--- src/rtl/sprite_move_sequencer.sv ---
// Sprite move sequencer: owns the sprite position and issues an erase/update/redraw
// handshake sequence to the sprite drawer for every accepted move request.
module sprite_move_sequencer #(
  parameter int unsigned X_INIT = 0,
  parameter int unsigned Y_INIT = 16,
  parameter int unsigned STEP   = 4,
  parameter int unsigned X_MAX  = 316,
  parameter int unsigned Y_MIN  = 0,
  parameter int unsigned Y_MAX  = 236
) (
  input  logic       clock,
  input  logic       reset,
  input  logic       move,
  input  logic [1:0] dir,
  input  logic       doneDraw,
  output logic       drawBG,
  output logic       drawChar,
  output logic [8:0] x_pos,
  output logic [7:0] y_pos,
  output logic       busy
);

  typedef enum logic [3:0] {
    START,
    INIT_DRAW,
    INIT_REL,
    IDLE,
    ERASE,
    ERASE_REL,
    UPDATE,
    DRAW,
    DRAW_REL
  } state_t;

  state_t     state, state_nxt;
  logic [1:0] dir_q;
  logic [9:0] x_ext, y_ext;
  logic [8:0] x_new;
  logic [7:0] y_new;
  logic       blocked;

  // Boundary test on the current position, done in 10 bits so no wrap can slip through.
  always_comb begin
    x_ext   = {1'b0, x_pos};
    y_ext   = {2'b00, y_pos};
    blocked = 1'b0;
    case (dir)
      2'b00: blocked = (y_ext < 10'(Y_MIN + STEP));
      2'b01: blocked = (y_ext > 10'(Y_MAX - STEP));
      2'b10: blocked = (x_ext < 10'(STEP));
      2'b11: blocked = (x_ext > 10'(X_MAX - STEP));
      default: blocked = 1'b0;
    endcase
  end

  always_comb begin
    x_new = x_pos;
    y_new = y_pos;
    case (dir_q)
      2'b00: y_new = 8'(y_ext - 10'(STEP));
      2'b01: y_new = 8'(y_ext + 10'(STEP));
      2'b10: x_new = 9'(x_ext - 10'(STEP));
      2'b11: x_new = 9'(x_ext + 10'(STEP));
      default: ;
    endcase
  end

  always_ff @(posedge clock) begin
    if (reset) begin
      state <= START;
      x_pos <= 9'(X_INIT);
      y_pos <= 8'(Y_INIT);
      dir_q <= '0;
    end else begin
      state <= state_nxt;
      if (state == IDLE && move && !blocked) dir_q <= dir;
      if (state == UPDATE) begin
        x_pos <= x_new;
        y_pos <= y_new;
      end
    end
  end

  always_comb begin
    state_nxt = state;
    drawBG    = 1'b0;
    drawChar  = 1'b0;
    busy      = 1'b1;
    case (state)
      START:     state_nxt = INIT_DRAW;
      INIT_DRAW: begin
        drawChar = 1'b1;
        if (doneDraw) state_nxt = INIT_REL;
      end
      INIT_REL:  if (!doneDraw) state_nxt = IDLE;
      IDLE: begin
        busy = 1'b0;
        if (move && !blocked) state_nxt = ERASE;
      end
      ERASE: begin
        drawBG = 1'b1;
        if (doneDraw) state_nxt = ERASE_REL;
      end
      ERASE_REL: if (!doneDraw) state_nxt = UPDATE;
      UPDATE:    state_nxt = DRAW;
      DRAW: begin
        drawChar = 1'b1;
        if (doneDraw) state_nxt = DRAW_REL;
      end
      DRAW_REL:  if (!doneDraw) state_nxt = IDLE;
      default:   state_nxt = START;
    endcase
  end

endmodule

--- config.mk ---
export PLATFORM = sky130hd
export DESIGN_NAME = sprite_move_sequencer
export DESIGN_NICKNAME = d
export VERILOG_FILES = /design/src/rtl/sprite_move_sequencer.sv
export SDC_FILE = /design/constraint.sdc
export NUM_CORES = 1
export LEC_CHECK = 0
export CORE_AREA = 4 4 73 75
export DETAILED_ROUTE_END_ITERATION = 16
export DIE_AREA = 0 0 77 79
export DONT_BUFFER_PORTS = 1
export SLEW_MARGIN = 20
export SYNTH_ARGS = -nofsm -noshare
export SYNTH_HDL_FRONTEND = slang
export SYNTH_SLANG_ARGS = --single-unit
--- constraint.sdc ---
create_clock -name clock -period 2 [get_ports clock]
set_input_delay 0.3 -clock clock [delete_from_list [all_inputs] [get_ports clock]]
set_output_delay 0.3 -clock clock [all_outputs]
set_load 0.005 [all_outputs]
After elaboration in Yosys (flattened, before gate mapping) --
Index checks and enable logic that the tools add are counted. W data, S select, Z words.
Word-level totals: register bits 23, input bits 6
Operators by class: order comparisons 4, multiplexer cells 13, add/sub/neg operators 4, equal/unequal tests 20, reductions and logical operators 14
Operators by type and width (count):
- $pmux W4 S8 | 1
- $mux W4 | 6
- $pmux W9 S2 | 1
- $eq A4 B3 Y1 const B | 4
- $pmux W8 S2 | 1
- $ne A2 B2 Y1 const B | 5
- $add A9 B3 Y9 const B | 1
- $gt A9 B9 Y1 const B | 1
- $lt A9 B3 Y1 const B | 1
- $sub A9 B3 Y9 const B | 1
- $add A8 B3 Y8 const B | 1
- $eq A2 B2 Y1 const B | 4
- $eq A4 B2 Y1 const B | 2
- $gt A8 B8 Y1 const B | 1
- $lt A8 B3 Y1 const B | 1
- $sub A8 B3 Y8 const B | 1
- $reduce_and A6 Y1 | 1
- $eq A2 B1 Y1 const B | 2
- $eq A4 B1 Y1 const B | 1
- $eq A4 B4 Y1 const B | 1
- $logic_not A2 Y1 | 2
- $logic_not A4 Y1 | 1
- $pmux W1 S4 | 1
- $reduce_and A2 Y1 | 2
- 6 further kinds | 12

Longest topological paths before layout --
Gate-level depths: netlist of the first run.
depth in word-level cells 6, gate-level depth with buffers 7

Worst setup path before layout of the first run --
Ideal clock, no wire load.
path kind flip-flop to flip-flop, start reg x_pos[3], end reg state[0], arrival 1.648 ns, clock period less this slack 1.720 ns, cell stages (with the launch flop) 7, library setup time 0.072 ns, setup slack 0.280 ns, path buffers 0, cells stage by stage dfxtp_1 ha_1 and4b_1 o311ai_0 a32oi_1 a31oi_1 mux2i_1
On the way: longest elaborated chain between the ends 6
RTL lines:
- from (decl) | RTL line 18 | output logic [8:0] x_pos,
- from (signal assigned) | RTL line 71 | x_pos <= 9'(X_INIT);
- from (signal assigned) | RTL line 78 | x_pos <= x_new;
- $gt A9 B9 Y1 / $lt A9 B3 Y1 (equally long branches) | RTL line 51, 50
- $pmux W1 S4 (*) | RTL line 47 | case (dir)
- $logic_not A1 Y1 (*) | RTL line 98 | if (move && !blocked) state_nxt = ERASE;
- $logic_and A1 B1 Y1 (*) | RTL line 98
- $ne A2 B1 Y1 (no source line) (*)
- $reduce_and A6 Y1 (no source line) (*)
- to (signal assigned) | RTL line 75 | state <= state_nxt;
- to (decl) | RTL line 35 | state_t state, state_nxt;
Mark *: on every way between the ends. The rest lies on a longest branch, timed or not. A chain may end at the register's enable or synchronous reset.

Worst setup path in the final report of the first run --
start reg x_pos[2], end reg dir_q[0]
On the way: longest elaborated chain between the ends 4
RTL lines:
- $gt A9 B9 Y1 / $lt A9 B3 Y1 (equally long branches) | RTL line 51, 50
- $pmux W1 S4 (*) | RTL line 47
- $logic_not A1 Y1 (*) | RTL line 76 | if (state == IDLE && move && !blocked) dir_q <= dir;
- $logic_and A1 B1 Y1 (*) | RTL line 76
- to (signal assigned) | RTL line 76
- to (decl) | RTL line 36 | logic [1:0] dir_q;
Marks and branches as above.

==> metrics.yaml, run 1 <==
async_flop_share_pct: 0
synth-edff-count: 0
fp.coreArea_um2: 4660
synth.distinct_cells: 47
grt_max_degree: 23
grt_usage_pct: 10.1
min_path_type: "in -> reg"
syn_inst: 160
sw_frac_of_total_pct: 29.1
grt_antenna_before_repair: 0
p_switching_w: 0.000253
ys.flop_type: "dfxtp_1"
dieArea_um2: 6080
drv_slew: 0
finalSetupViolCount: 0
ios: 26
postCtsSetupRepairBufs: 0
post_drt_wl_per_cell_um: 13.7
drv_cap: 0
arrival_ns: 1.97
numCtsBuffers: 3
layout_commonest_cell: "dfxtp_1"
period_share_pct: 89.3
path_class: "reg -> reg"
status: "finished clean"
cts_tree: "built"
min_period_ns: 1.79
routed_wl_um: 2890
drt_iter0_drc: 82
ys_seq_area_share_pct: 28.7
die_x_um: 77
ctsHoldBuffers: 0
clk_latency_ns: 0.25
first_global_vias: 975
hold_viol_final: 0
synth_area_um2: 1330
layout.nets: 170
leakagePower_nw: 0.530
cts_resized: 0
final_cell_mix: "dfxtp_1 (19), nor2_1 (17), a21oi_1 (11)"
layout-drive-gt1-share_pct: 8.28
p_int_w: 0.000614
powerDensity_nw_per_um2: 621
final_antenna_net_count: 0
synth_area_leaders: "dfxtp_1 (29%), ha_1 (5.7%), nor2_1 (4.8%), xnor2_1 (4.6%), a21oi_1 (4.2%)"
rows: 25
htree_levels: 1
cts.sinks: 19
skew_ns: 0.00348
chipHeight_um: 79
ir_drop_mv: 0.300
synth.avg_cell_area_um2: 8.29
crit_path_start_kind: "flop"
clkTransAtPathRegs_ns: 0.07
io_buffer_count: 0
antennaDiodeCount: 0
grt.overflow.total: 0
finalPower_w: 0.000867
synth_seq_cells: 19
routabilityCongestion: 0.811
netlist.area_leader.share_pct: 28.7
clockBufferDepth: 2
grt_pass1_wl_um: 5060
cts-root-buf: "clkbuf_8"
yosys_warnings: 0
viasPerCell: 5.25
dr.pass1.iters: 4
seq_power_share_pct: 49.9
max_clock_freq_ghz: 0.560
dpl.hpwl_um: 2130
syn_to_final_growth_pct: 5.19
fill_cells: 496
power.share.clock_pct: 31.0
tns_ns: 0
comb_power_share_pct: 19.0
crit_path_end_kind: "flop"
multi_input_area_um2: 842
path_max_fanout: 3
cp.required_ns: 2.19
start_util_pct: 28.5
seqCellArea_um2: 380
yosys.area.top_type: "dfxtp_1"
drc: 0
vias: 1107
grt_setup_unrepaired: "no"
[power by group through the flow]
stage	logic [W]	registers [W]	clock network (W)
detailed placement	0.000166	0.000439	0
floorplan	0.000170	0.000416	0
CTS	0.000166	0.000430	0.000285
global placement	0.000166	0.000438	0
global route	0.000190	0.000434	0.000299
finish	0.000165	0.000433	0.000269
[Yosys cell counts, types with 4 or more instances]
library cell / number
a21oi_1: 11
buf_4: 5
clkbuf_1: 4
dfxtp_1: 19
ha_1: 6
inv_1: 6
mux2i_1: 5
nand2b_1: 6
nor2_1: 17
nor3_1: 6
o21ai_0: 5
xnor2_1: 7
[kinds of logic after synthesis]
logic type / count (synthesis) / synth area share, %
compound gates: 35 / 17.8
xor+xnor: 10 / 6.60
fa+ha+maj: 6 / 5.66
buf+inv: 21 / 8.68
flops: 19 / 28.7
mux: 5 / 3.77
other cells: 1 / 0.283
simple gates: 63 / 28.5
[state kept, by name, summed over array words and instances (netlist names)]
name   count
state      4
y_pos      6
dir_q      2
x_pos      7
[layer usage]
layer  up-vias  global-route usage, %  routed length (um)
li1        563                      -                   -
met3         5                   3.63                 264
met1       511                   13.9                1370
met5         -                      0                   0
met4         0                   3.38                  38
met2        28                   14.7                1220
[final timing paths]
check / from / to / slack (ns) / cells past startpoint
min: reset / x_pos[4] / 0.11 / 1
min reg2reg: dir_q[1] / dir_q[1] / 0.53 / 2
max: x_pos[2] / dir_q[0] / 0.21 / 7
max reg2reg: x_pos[2] / dir_q[0] / 0.21 / 7
[stage by stage]
step / cells / area, um2 / setup slack (ns) / hold WS (ns) / util, %
final: 211 / 1400 / 0.213 / 0.109 / 29.9
after detailed placement: 207 / 1350 / 0.219 / 0.375 / 29.0
after floorplan: 163 / 1340 / 0.280 / 0.455 / -
after global routing: 211 / 1400 / 0.0375 / 0.0947 / 29.9
after global placement: 207 / 1350 / 0.278 / 0.376 / 29.0
after CTS: 211 / 1400 / 0.199 / 0.0988 / 29.9
[worst max-delay path: stages (launching register included)]
cell      delay (ns)
dfxtp_1         0.31
inv_1           0.11
ha_1            0.15
and4b_1         0.18
o311ai_0        0.29
a32oi_1         0.18
nor2_1          0.29
mux2i_1         0.21
[final cells by class]
| cell class | instances | area share [%] |
|---|---|---|
| tap | 54 | 4.84 |
| sequential | 19 | 27.3 |
| inverter | 6 | 1.61 |
| multi-input combinational | 123 | 60.4 |
| timing repair buffer | 5 | 2.69 |
| clock buffer | 4 | 3.23 |
(Power assumes the default switching activity.)
==> run 2, diff against run 1 <==
--- a/config.mk
+++ b/config.mk
@@ -6,6 +6,7 @@
 export NUM_CORES = 1
 export LEC_CHECK = 0
 export CORE_AREA = 4 4 73 75
+export CTS_CLUSTER_SIZE = 40
 export DETAILED_ROUTE_END_ITERATION = 16
 export DIE_AREA = 0 0 77 79
 export DONT_BUFFER_PORTS = 1
==> results of run 2 <==
The final DEF is identical to that of run 1; final timing and power are the same.
==> run 3, diff against run 2 <==
--- a/config.mk
+++ b/config.mk
@@ -5,12 +5,13 @@
 export SDC_FILE = /design/constraint.sdc
 export NUM_CORES = 1
 export LEC_CHECK = 0
-export CORE_AREA = 4 4 73 75
+export CORE_AREA = 10 10 79 81
 export CTS_CLUSTER_SIZE = 40
 export DETAILED_ROUTE_END_ITERATION = 16
-export DIE_AREA = 0 0 77 79
+export DIE_AREA = 0 0 89 91
 export DONT_BUFFER_PORTS = 1
-export SLEW_MARGIN = 20
+export MAX_ROUTING_LAYER = met4
+export SLEW_MARGIN = 40
 export SYNTH_ARGS = -nofsm -noshare
 export SYNTH_HDL_FRONTEND = slang
 export SYNTH_SLANG_ARGS = --single-unit
==> run 3 against run 2 <==
  * Total power grew 0.39%
  * Worst setup slack improved by 0.046 ns
  * Sequential cell count stayed put
  * Non-clock buffer count up 1
  * Clock power grew 3%
==> metrics.yaml, run 3 (synthesis results as in run 1) <==
status: "finished clean"
p_int_w: 0.000614  # about the same
reg_top3: "x_pos x7, y_pos x6, state x4"
ios: 26  # unchanged
hold_depth: 1  # unchanged
viasPerCell: 5.16  # -1.7%
min_period_ns: 1.74  # -0.0458 ns
skew_ns: 0.00219  # -0.00129 ns
r2r_setup_slack_ns: 0.26  # +0.05 ns
tns_ns: 0  # unchanged
max_clock_freq_ghz: 0.574  # +2.6%
post_drt_wl_per_cell_um: 14.8  # +8.3%
final_util_pct: 30.1  # +0.16 points
final_antenna_net_count: 0  # unchanged
grt_max_degree: 23  # unchanged
postCtsSetupRepairBufs: 0  # unchanged
start_util_pct: 28.5  # unchanged
reg2reg_from: "x_pos[2]"
crit_path_end_kind: "flop"
cts_tree: "built"
wl_met3_um: 317  # +20%
rows: 25  # unchanged
dieArea_um2: 8100  # +33%
period_share_pct: 87.0  # -2.3 points
clk_latency_ns: 0.26  # about the same
io_buffer_count: 0  # unchanged
drt_iter0_drc: 52  # -37%
cts.sinks: 19  # unchanged
leakagePower_nw: 0.536  # +1.0%
met2_length_um: 1330  # +9.0%
cts_resized: 0  # unchanged
first_global_vias: 970  # -0.51%
startpoint: "x_pos[2]"
chipHeight_um: 91  # +15%
fp.coreArea_um2: 4660  # unchanged
layout.nets: 171  # +0.59%
vias: 1093  # -1.3%
comb_power_share_pct: 18.7  # -0.3 points
grt_antenna_before_repair: 0  # unchanged
grt_usage_pct: 8.17  # -2.0 points
routedLengthMet1_um: 1450  # +6.1%
layout-drive-gt1-share_pct: 8.86  # +0.58 points
drv_cap: 0  # unchanged
layout_commonest_cell: "dfxtp_1"
dr.pass1.iters: 4  # unchanged
p_switching_w: 0.000256  # +1.2%
regMostFlops: "x_pos"
rr_worst_depth: 7  # unchanged
dpl.hpwl_um: 2350  # +10%
min-delay-start: "reset"
drc: 0  # unchanged
ctsHoldBuffers: 0  # unchanged
arrival_ns: 1.94  # -0.03 ns
r2r_end: "dir_q[0]"
cts-root-buf: "clkbuf_8"
crit_path_start_kind: "flop"
grt_setup_unrepaired: "no"
syn_to_final_growth_pct: 5.76
drv_slew: 0  # unchanged
antennaDiodeCount: 0  # unchanged
clockBufferDepth: 2  # unchanged
fill_cells: 490  # -1.2%
numCtsBuffers: 3  # unchanged
power.share.clock_pct: 31.7  # +0.7 points
die_x_um: 89  # +16%
path_class: "reg -> reg"
min_path_type: "in -> reg"
cp.required_ns: 2.20  # about the same
htree_levels: 1  # unchanged
ir_drop_mv: 0.249  # -17%
final_cell_mix: "dfxtp_1 (19), nor2_1 (17), a21oi_1 (11)"
whs_endpoint: "y_pos[6]"
seq_power_share_pct: 49.6  # -0.3 points
largest_reg_flops: 7  # unchanged
grt.overflow.total: 0  # unchanged
hold_viol_final: 0  # unchanged
clkTransAtPathRegs_ns: 0.07  # about the same
highest_layer: "met4"
routed_wl_um: 3150  # +8.8%
powerDensity_nw_per_um2: 620  # -0.15%
routabilityCongestion: 0.775  # -4.5%
path_max_fanout: 3  # unchanged
sw_frac_of_total_pct: 29.4  # +0.23 points
finalSetupViolCount: 0  # unchanged
grt_pass1_wl_um: 5220  # +3.1%
[run 3: changes by cell type in the layout (fill, tap and decap cells not counted)]
cell / previous run / this run
buf_4: 5 / 6
[run 3: stage by stage]
stage / setup WS [ns] / total power (W) / instances / hold WS (ns) / cell area [um2]
5_1_grt: 0.0368 / 0.000922 / 212 / 0.0939 / 1400
4_1_cts: 0.230 / 0.000879 / 212 / 0.0939 / 1400
3_5_place_dp: 0.255 / 0.000603 / 208 / 0.377 / 1360
3_3_place_gp: 0.284 / 0.000603 / 208 / 0.375 / 1360
2_1_floorplan: 0.280 / 0.000586 / 163 / 0.455 / 1340
6_report: 0.259 / 0.000870 / 212 / 0.106 / 1400
[run 3: metal layers]
metal  track usage [%]  vias up
li1                  -      567
met1              10.7      495
met2              11.1       26
met3              3.04        5
met4              2.79        0
met5                 -        -
[run 3: power by group through the flow]
stage                     registers [W]  logic (W)  clock network, W
after global routing           0.000436   0.000183          0.000303
after floorplan                0.000416   0.000170                 0
final                          0.000432   0.000162          0.000276
after CTS                      0.000431   0.000163          0.000286
after detailed placement       0.000440   0.000163                 0
after global placement         0.000439   0.000164                 0
[run 3: worst max path at each step]
| stage | slack (ns) | endpoint | cells past startpoint |
|---|---|---|---|
| 2_1_floorplan | 0.28 | state[0] | 6 |
| 3_5_place_dp | 0.25 | dir_q[1] | 7 |
| 5_1_grt | 0.04 | dir_q[0] | 7 |
| 4_1_cts | 0.23 | dir_q[0] | 7 |
| 3_3_place_gp | 0.28 | state[2] | 7 |
| 6_report | 0.26 | dir_q[0] | 7 |
[run 3: cell type report]
class	count	area [um2]	share of cell area, %
tap	54	67.6	4.82
timing repair buffer	6	45.0	3.21
clock buffer	4	45.0	3.21
multi-input combinational	123	842	60.0
inverter	6	22.5	1.61
sequential	19	380	27.1
[run 3: critical path: stages, from the launching register on]
cell and delay (ns):
dfxtp_1 0.31, inv_1 0.11, ha_1 0.15, and4b_1 0.17, o311ai_0 0.28, a32oi_1 0.18, nor2_1 0.26, mux2i_1 0.22
